### src/rtl/complex_mem_port.sv
// -----------------------------------------------------------------------------
// complex_mem_port
//   Load/store engine for one complex operand. The 16-bit effective address
//   {addr_hi,addr_lo} comes from the ALU's MEM_ACCESS result. The engine moves
//   the real byte at base and the imaginary byte at base+1 (modulo 2^ADDR_SIZE)
//   as two back-to-back bus beats under a req/ack handshake.
//
//   Optional feature macro: MEM_PORT_TIMEOUT_EN
//     defined   : an 8-bit watchdog aborts a beat after 255 consecutive wait
//                 cycles; done and err then pulse together.
//     undefined : no watchdog, the engine waits for ack indefinitely, err = 0.
//
// Ports
//   clk, rst           clock, synchronous active-high reset
//   start, is_store    request one access (sampled in IDLE only), direction
//   addr_hi, addr_lo   base address bytes
//   wdata_re, wdata_im store data, captured with start
//   busy, done, err    status: not idle / completion pulse / timeout pulse
//   rdata_re, rdata_im loaded components, held until the next load
//   mem_req, mem_we, mem_addr, mem_wdata   registered bus request
//   mem_ack, mem_rdata                     bus response
// -----------------------------------------------------------------------------
module complex_mem_port #(
   parameter int NUMBER_SIZE = 8,
   parameter int ADDR_SIZE   = 16
) (
   input  logic                   clk,
   input  logic                   rst,
   input  logic                   start,
   input  logic                   is_store,
   input  logic [NUMBER_SIZE-1:0] addr_hi,
   input  logic [NUMBER_SIZE-1:0] addr_lo,
   input  logic [NUMBER_SIZE-1:0] wdata_re,
   input  logic [NUMBER_SIZE-1:0] wdata_im,
   output logic                   busy,
   output logic                   done,
   output logic                   err,
   output logic [NUMBER_SIZE-1:0] rdata_re,
   output logic [NUMBER_SIZE-1:0] rdata_im,
   output logic                   mem_req,
   output logic                   mem_we,
   output logic [ADDR_SIZE-1:0]   mem_addr,
   output logic [NUMBER_SIZE-1:0] mem_wdata,
   input  logic                   mem_ack,
   input  logic [NUMBER_SIZE-1:0] mem_rdata
);

   typedef enum logic [1:0] {IDLE, BEAT_RE, BEAT_IM, DONE} state_t;

   localparam logic [ADDR_SIZE-1:0] ADDR_ONE = {{(ADDR_SIZE-1){1'b0}}, 1'b1};

   state_t                 state_q, state_d;
   logic [ADDR_SIZE-1:0]   base_q, base_d;
   logic [NUMBER_SIZE-1:0] wim_q, wim_d;
   logic                   req_q, req_d;
   logic                   we_q, we_d;
   logic [ADDR_SIZE-1:0]   addr_q, addr_d;
   logic [NUMBER_SIZE-1:0] wdata_q, wdata_d;
   logic [NUMBER_SIZE-1:0] rre_q, rre_d;
   logic [NUMBER_SIZE-1:0] rim_q, rim_d;
   logic                   timeout;

`ifdef MEM_PORT_TIMEOUT_EN
   logic [7:0] wd_q, wd_d;
   logic       err_q, err_d;

   // Watchdog: counts consecutive unacknowledged request cycles. The 255th
   // such cycle ends the access.
   always_comb begin
      wd_d    = 8'd0;
      timeout = 1'b0;
      if (req_q && !mem_ack) begin
         if (wd_q == 8'd254) timeout = 1'b1;
         else                wd_d    = wd_q + 8'd1;
      end
   end

   always_ff @(posedge clk) begin
      if (rst) begin
         wd_q  <= 8'd0;
         err_q <= 1'b0;
      end else begin
         wd_q  <= wd_d;
         err_q <= err_d;
      end
   end

   assign err = err_q;
`else
   assign timeout = 1'b0;
   assign err     = 1'b0;
`endif

   always_comb begin
      state_d = state_q;
      base_d  = base_q;
      wim_d   = wim_q;
      req_d   = req_q;
      we_d    = we_q;
      addr_d  = addr_q;
      wdata_d = wdata_q;
      rre_d   = rre_q;
      rim_d   = rim_q;
`ifdef MEM_PORT_TIMEOUT_EN
      err_d   = 1'b0;
`endif
      case (state_q)
         IDLE: begin
            if (start) begin
               state_d = BEAT_RE;
               base_d  = {addr_hi, addr_lo};
               wim_d   = wdata_im;
               req_d   = 1'b1;
               we_d    = is_store;
               addr_d  = {addr_hi, addr_lo};
               wdata_d = wdata_re;
            end
         end
         BEAT_RE: begin
            if (mem_ack) begin
               if (!we_q) rre_d = mem_rdata;
               // req stays high; the second beat is presented immediately
               state_d = BEAT_IM;
               addr_d  = base_q + ADDR_ONE;
               wdata_d = wim_q;
            end else if (timeout) begin
               state_d = DONE;
               req_d   = 1'b0;
               we_d    = 1'b0;
`ifdef MEM_PORT_TIMEOUT_EN
               err_d   = 1'b1;
`endif
            end
         end
         BEAT_IM: begin
            if (mem_ack || timeout) begin
               if (mem_ack && !we_q) rim_d = mem_rdata;
               state_d = DONE;
               req_d   = 1'b0;
               we_d    = 1'b0;
`ifdef MEM_PORT_TIMEOUT_EN
               err_d   = !mem_ack;
`endif
            end
         end
         DONE:    state_d = IDLE;
         default: state_d = IDLE;
      endcase
   end

   always_ff @(posedge clk) begin
      if (rst) begin
         state_q <= IDLE;
         base_q  <= '0;
         wim_q   <= '0;
         req_q   <= 1'b0;
         we_q    <= 1'b0;
         addr_q  <= '0;
         wdata_q <= '0;
         rre_q   <= '0;
         rim_q   <= '0;
      end else begin
         state_q <= state_d;
         base_q  <= base_d;
         wim_q   <= wim_d;
         req_q   <= req_d;
         we_q    <= we_d;
         addr_q  <= addr_d;
         wdata_q <= wdata_d;
         rre_q   <= rre_d;
         rim_q   <= rim_d;
      end
   end

   assign busy      = (state_q != IDLE);
   assign done      = (state_q == DONE);
   assign mem_req   = req_q;
   assign mem_we    = we_q;
   assign mem_addr  = addr_q;
   assign mem_wdata = wdata_q;
   assign rdata_re  = rre_q;
   assign rdata_im  = rim_q;

endmodule

### config.mk
export PLATFORM = sky130hd
export DESIGN_NAME = complex_mem_port
export DESIGN_NICKNAME = d
export VERILOG_FILES = /design/src/rtl/complex_mem_port.sv
export SDC_FILE = /design/constraint.sdc
export NUM_CORES = 1
export LEC_CHECK = 0
export BUFFER_PORTS_ARGS = -buffer_cell sky130_fd_sc_hd__buf_2
export CAP_MARGIN = 20
export CORE_MARGIN = 2
export CORE_UTILIZATION = 40
export DETAILED_ROUTE_END_ITERATION = 7
export GPL_ROUTABILITY_DRIVEN = 0
export PLACE_DENSITY = 0.7
export REMOVE_ABC_BUFFERS = 1
export SLEW_MARGIN = 40
export SYNTH_ARGS = -nofsm -noshare
export SYNTH_HDL_FRONTEND = slang
export SYNTH_SLANG_ARGS = --single-unit
### constraint.sdc
create_clock -name clk -period 2.7 [get_ports clk]
set_clock_uncertainty 0.15 [all_clocks]
set_input_delay 0.27 -clock clk [delete_from_list [all_inputs] [get_ports clk]]
set_output_delay 0.27 -clock clk [all_outputs]
set_load 0.02 [all_outputs]
==> results.sh, run 1 <==
export IMPL_async_flop_share_pct=0
export IMPL_syn_cell_area_sq_mm=0.00310
export IMPL_synthFlopType="dfxtp_1"
export IMPL_die_y_um=92.0
export IMPL_rows=32
export IMPL_static_leakage_power_nw=1.63
export IMPL_status="finished clean"
export IMPL_ys_ff_latch=68
export IMPL_initial_utilization_pct=40.7
export IMPL_netlist_cell_type_count=50
export IMPL_vias_per_cell=5.14
export IMPL_irDropWorstVdd_mv=0.487
export IMPL_hpwl_um=5480
export IMPL_synthCells=378
export IMPL_drive_above_1_share_pct=26.3
export IMPL_r2r_start="state_q[0]"
export IMPL_via_count=2951
export IMPL_core_area_sq_mm=0.00761
export IMPL_slew_viol_final=0
export IMPL_clk_root_buffer_cell="clkbuf_8"
export IMPL_worstSetupPathType="reg2reg"
export IMPL_start_kind="register"
export IMPL_cp_max_fo=18
export IMPL_power_mw=4.30
export IMPL_hp_class="in2reg"
export IMPL_syn_to_final_growth_pct=27.6
export IMPL_hold_viol=0
export IMPL_end_kind="register"
export IMPL_fmax_mhz=429
export IMPL_io_pins=90
export IMPL_cts_htree_levels=3
export IMPL_cts_buffers=9
export IMPL_reg2reg_slack_ns=0.37
export IMPL_path_cells="inv_1 -> ha_1 -> nor2b_2 -> nor3_2 -> buf_4 -> nor2_1 -> a211oi_1"
export IMPL_post_synth_cell_area_avg_sq_um=8.19
export IMPL_grt_pass1_wl_um=13300
export IMPL_layout_nets=518
export IMPL_drt_drc_violations_left=0
export IMPL_grt_max_degree=66
export IMPL_synth_edf_count=0
export IMPL_grt_util_all_layers_pct=19.7
export IMPL_slowest_delay_ns=0.48
export IMPL_slowest_stage="nor3_2"
export IMPL_setup_ws_ns=0.367
export IMPL_min_path_cells=3
export IMPL_clock_latency_ns=0.35
export IMPL_clk_pin_slew_ns=0.08
export IMPL_worst_pin_slew_ns=0.696
export IMPL_dp_worst_setup_slack_ns=0.224
export IMPL_period_share_pct=86.4
export IMPL_r2r_end="mem_wdata[0]"
export IMPL_grt_antenna_before_repair=0
export IMPL_rsz0062_at_grt="no"
export IMPL_cts_tree="yes"
export IMPL_final_common_cell="buf_2"
export IMPL_period_needed_ns=2.33
export IMPL_slew_headroom_pct=53.6
export IMPL_max_cap_violations=0
export IMPL_grt_overflow_total=0
export IMPL_wl_per_cell_um=13.9
export IMPL_post_cts_setup_buffers=0
export IMPL_layout_common_cells="buf_2 (88), nand2_1 (75), dfxtp_1 (68)"
export IMPL_final_antenna_net_count=0
export IMPL_reg2reg_depth=7
export IMPL_die_w_um=92.0
export IMPL_yosysWarnings=0
export IMPL_drt_wl_total_um=8000
export IMPL_antenna_cells=0
export IMPL_worst_ep_required_time_ns=2.81
export IMPL_clockBufferDepth=2
export IMPL_firstDrtPassIters=4
export IMPL_synth_seq_area_share_pct=44.0
export IMPL_port_buffers=88
export IMPL_critPathArrivalTime_ns=2.45
export IMPL_power_density_mw_per_mm2=1090
export IMPL_cts_num_sinks=68
export IMPL_hold_path_end="base_q[12]"
export IMPL_die_area_sq_mm=0.00846
export IMPL_setup_viol=0
export IMPL_first_iter_violations=254
export IMPL_hold_start="addr_hi[4]"
export IMPL_grt_pass1_vias=2751
[how the worst max path moves through the flow]
stage	start	endpoint	slack, ns	depth (start not counted)
2_1_floorplan	state_q[1]	mem_addr[2]	-0.11	6
5_1_grt	state_q[0]	mem_addr[0]	0.15	7
6_report	state_q[0]	mem_wdata[0]	0.37	7
3_5_place_dp	state_q[0]	mem_addr[6]	0.22	6
3_3_place_gp	state_q[0]	mem_addr[6]	0.38	6
4_1_cts	state_q[0]	mem_addr[6]	0.21	6
[routing by layer]
metal / global-route usage (%) / vias up / part of all wire, % / wire (um)
li1: - / 1505 / - / -
met1: 25.6 / 1349 / 44 / 3520
met2: 31.1 / 86 / 48 / 3810
met3: 4.77 / 11 / 6.6 / 527
met4: 8.96 / 0 / 1.7 / 138
met5: 0 / - / 0 / 0
[registers in the layout (all words and copies together), names as in the netlist]
signal	count
rdata_im	8
mem_req	1
mem_addr	16
mem_wdata	8
rdata_re	8
base_q	16
state_q	2
mem_we	1
wim_q	8
[critical path, delay by kind of cell (launching register included)]
| kind | cells | cell delay [ns] |
|---|---|---|
| AND/OR/NAND/NOR | 3 | 0.79 |
| buffers and inverters | 2 | 0.41 |
| flip-flops | 1 | 0.38 |
| adder cells (fa/ha/maj) | 1 | 0.28 |
| AO/OA/AOI/OAI | 1 | 0.22 |
[logic make-up (layout without fill, tap and decap cells)]
family	Yosys count	after routing	synth area share [%]
other cells	1	1	0.121
mux	11	11	3.56
buf+inv	36	130	5.01
xor+xnor	8	8	2.26
simple gates	157	157	24.4
flops	68	68	44.0
compound gates	91	91	18.2
fa+ha+maj	6	6	2.42
[Yosys cell counts (all sizes together) (3+ instances only)]
cell / count / area, sq um
nand2: 75 / 282
dfxtp: 68 / 1360
a21oi: 50 / 250
nand3: 25 / 135
nor2: 21 / 78.8
clkbuf: 16 / 60.1
buf: 12 / 65.1
a211oi: 11 / 82.6
mux2i: 11 / 110
o21ai: 8 / 40.0
ha: 6 / 75.1
inv: 6 / 22.5
nor3: 6 / 35.0
xnor2: 6 / 52.6
nor4b: 5 / 43.8
nand4: 4 / 40.0
nor4: 4 / 25.0
o211ai: 4 / 35.0
o22ai: 4 / 25.0
and3: 3 / 20.0
nor2b: 3 / 18.8
or3: 3 / 18.8
[layout make-up]
class	count	area [sq um]
flip-flops and latches	68	1360
multi-input cells	274	1590
clock inverters	7	124
fillers	764	3660
clock buffers	9	124
repair buffers	106	598
well taps	102	128
inverters	8	30.0
[per-stage QoR]
step	utilization, %	std cells	TNS (ns)	instance area (sq um)	hold slack [ns]
3_5_place_dp	47.5	549	0	3610	0.294
3_3_place_gp	47.5	549	0	3610	0.290
4_1_cts	51.9	574	0	3950	0.000677
6_report	51.9	574	0	3950	0.0156
2_1_floorplan	-	350	-0.867	2970	0.189
5_1_grt	51.9	574	0	3950	0.00699
[power breakdown]
| part | switching, mW | internal (mW) | leakage, nW |
|---|---|---|---|
| Combinational | 1.15 | 0.649 | 0.948 |
| Clock | 0.429 | 0.620 | 0.120 |
| Sequential | 0.187 | 1.27 | 0.557 |
[timing repair]
action                                  in CTS  in global routing
endpoints found under the hold margin        9                  0
hold buffers                                 9                  0
endpoints found under the setup margin       0                  4
gates resized for setup                      0                  1
(Power assumes the default switching activity.)
==> inputs of run 2 (changes only) <==
--- a/config.mk
+++ b/config.mk
@@ -6,12 +6,10 @@
 export NUM_CORES = 1
 export LEC_CHECK = 0
 export BUFFER_PORTS_ARGS = -buffer_cell sky130_fd_sc_hd__buf_2
-export CAP_MARGIN = 20
 export CORE_MARGIN = 2
 export CORE_UTILIZATION = 40
 export DETAILED_ROUTE_END_ITERATION = 7
 export GPL_ROUTABILITY_DRIVEN = 0
-export PLACE_DENSITY = 0.7
 export REMOVE_ABC_BUFFERS = 1
 export SLEW_MARGIN = 40
 export SYNTH_ARGS = -nofsm -noshare
==> results.sh, run 2 (synthesis gave the netlist of run 1 again) <==
export IMPL_drive_above_1_share_pct=26.2
export IMPL_status="finished clean"
export IMPL_layout_nets=511
export IMPL_hp_class="in2reg"
export IMPL_static_leakage_power_nw=1.59
export IMPL_slowest_stage="nor2b_1"
export IMPL_setup_viol=0
export IMPL_cp_max_fo=15
export IMPL_grt_pass1_wl_um=12800
export IMPL_start_kind="register"
export IMPL_max_cap_violations=0
export IMPL_power_density_mw_per_mm2=1100
export IMPL_period_share_pct=89.0
export IMPL_grt_util_all_layers_pct=19.2
export IMPL_cts_htree_levels=3
export IMPL_final_common_cell="buf_2"
export IMPL_cts_num_sinks=68
export IMPL_die_w_um=92.0
export IMPL_setup_tns_ns=0
export IMPL_firstDrtPassIters=4
export IMPL_via_count=2887
export IMPL_grt_antenna_before_repair=0
export IMPL_slowest_delay_ns=0.66
export IMPL_grt_overflow_total=0
export IMPL_io_pins=90
export IMPL_syn_to_final_growth_pct=25.4
export IMPL_dp_worst_setup_slack_ns=0.197
export IMPL_port_buffers=88
export IMPL_fill_cells=766
export IMPL_rows=32
export IMPL_cts_tree="yes"
export IMPL_drt_wl_total_um=7970
export IMPL_irDropWorstVdd_mv=0.553
export IMPL_vias_per_cell=5.09
export IMPL_worst_pin_slew_ns=0.763
export IMPL_die_y_um=92.0
export IMPL_slew_headroom_pct=49.0
export IMPL_post_cts_setup_buffers=0
export IMPL_hpwl_um=5310
export IMPL_period_needed_ns=2.40
export IMPL_core_area_sq_mm=0.00761
export IMPL_utilization_pct=51.0
export IMPL_drt_drc_violations_left=0
export IMPL_hold_viol=0
export IMPL_clockBufferDepth=2
export IMPL_power_mw=4.28
export IMPL_worst_ep_required_time_ns=2.78
export IMPL_fmax_mhz=416
export IMPL_whs_ns=0.0184
export IMPL_first_iter_violations=122
export IMPL_initial_utilization_pct=40.7
export IMPL_end_kind="register"
export IMPL_rsz0062_at_grt="no"
export IMPL_antenna_cells=0
export IMPL_critPathArrivalTime_ns=2.49
export IMPL_die_area_sq_mm=0.00846
export IMPL_final_antenna_net_count=0
export IMPL_layout_common_cells="buf_2 (88), nand2_1 (75), dfxtp_1 (68)"
export IMPL_crit_family="simple AND/OR/NAND/NOR gates"
export IMPL_grt_pass1_vias=2602
export IMPL_wl_per_cell_um=14.1
export IMPL_slew_viol_final=0
export IMPL_path_cells="inv_1 -> ha_1 -> nor2b_1 -> or3_4 -> nor3_1 -> a32o_1"
export IMPL_grt_max_degree=66
export IMPL_setup_ws_ns=0.296
export IMPL_worstSetupPathType="reg2reg"
export IMPL_clk_pin_slew_ns=0.08
export IMPL_cts_buffers=9
export IMPL_clock_latency_ns=0.34
export IMPL_path_buf_inv=1
export IMPL_clk_root_buffer_cell="clkbuf_8"
==> run 2: changes by cell type in the layout (fill, tap and decap cells not counted), sizes merged <==
cell,before,now
buf,97,96
dlygate4sd3,9,3
clkinv,4,3
clkbuf,9,10
==> run 2: repair_timing <==
action,in CTS,in global routing
endpoints found under the setup margin,0,7
hold buffers,3,0
hold endpoints to repair,3,0
gates resized for setup,0,2
==> run 2: worst min-delay path: cells and delay by family <==
family / cells / cell delay, ns
compound gates: 1 / 0.05
buf+inv: 1 / 0.09
simple gates: 1 / 0.04
==> run 2: worst paths after layout <==
check,start,slack (ns),endpoint,depth (start not counted)
worst max register to register,state_q[0],0.30,mem_addr[6],6
worst min register to register,rdata_im[5],0.30,rdata_im[5],2
worst max-delay path,state_q[0],0.30,mem_addr[6],6
worst min-delay path,wdata_im[0],0.02,wim_q[0],3
==> run 2: metrics by stage <==
| stage | instance area [sq um] | std cells |
|---|---|---|
| 2_1_floorplan | 2970 | 350 |
| 3_3_place_gp | 3600 | 548 |
| 3_5_place_dp | 3600 | 548 |
| 6_report | 3880 | 567 |
| 5_1_grt | 3880 | 567 |
| 4_1_cts | 3870 | 567 |
==> run 2: report_power, final <==
part           internal (mW)  total (mW)  leakage (nW)  switching [mW]
registers               1.27        1.45         0.557           0.185
clock network          0.616        1.02         0.117           0.402
logic                  0.648        1.81         0.918            1.16
total                   2.53        4.28          1.59            1.75
==> run 2: final cells by class <==
cell class                 instances  area (sq um)  area share (%)
inverter                           8          30.0           0.773
clock buffer                      10           128            3.29
multi-input combinational        274          1590            41.1
timing repair buffer              99           531            13.7
clock inverter                     6           111            2.87
sequential                        68          1360            35.1
tap                              102           128            3.29
==> run 2: per-layer routing <==
layer  wire length (um)  GRT usage (%)  share of wire, %
met1               3820           25.7                48
met3                480           5.67               6.0
met2               3620           29.5                45
met4                 54           6.72              0.68
met5                  0              0                 0
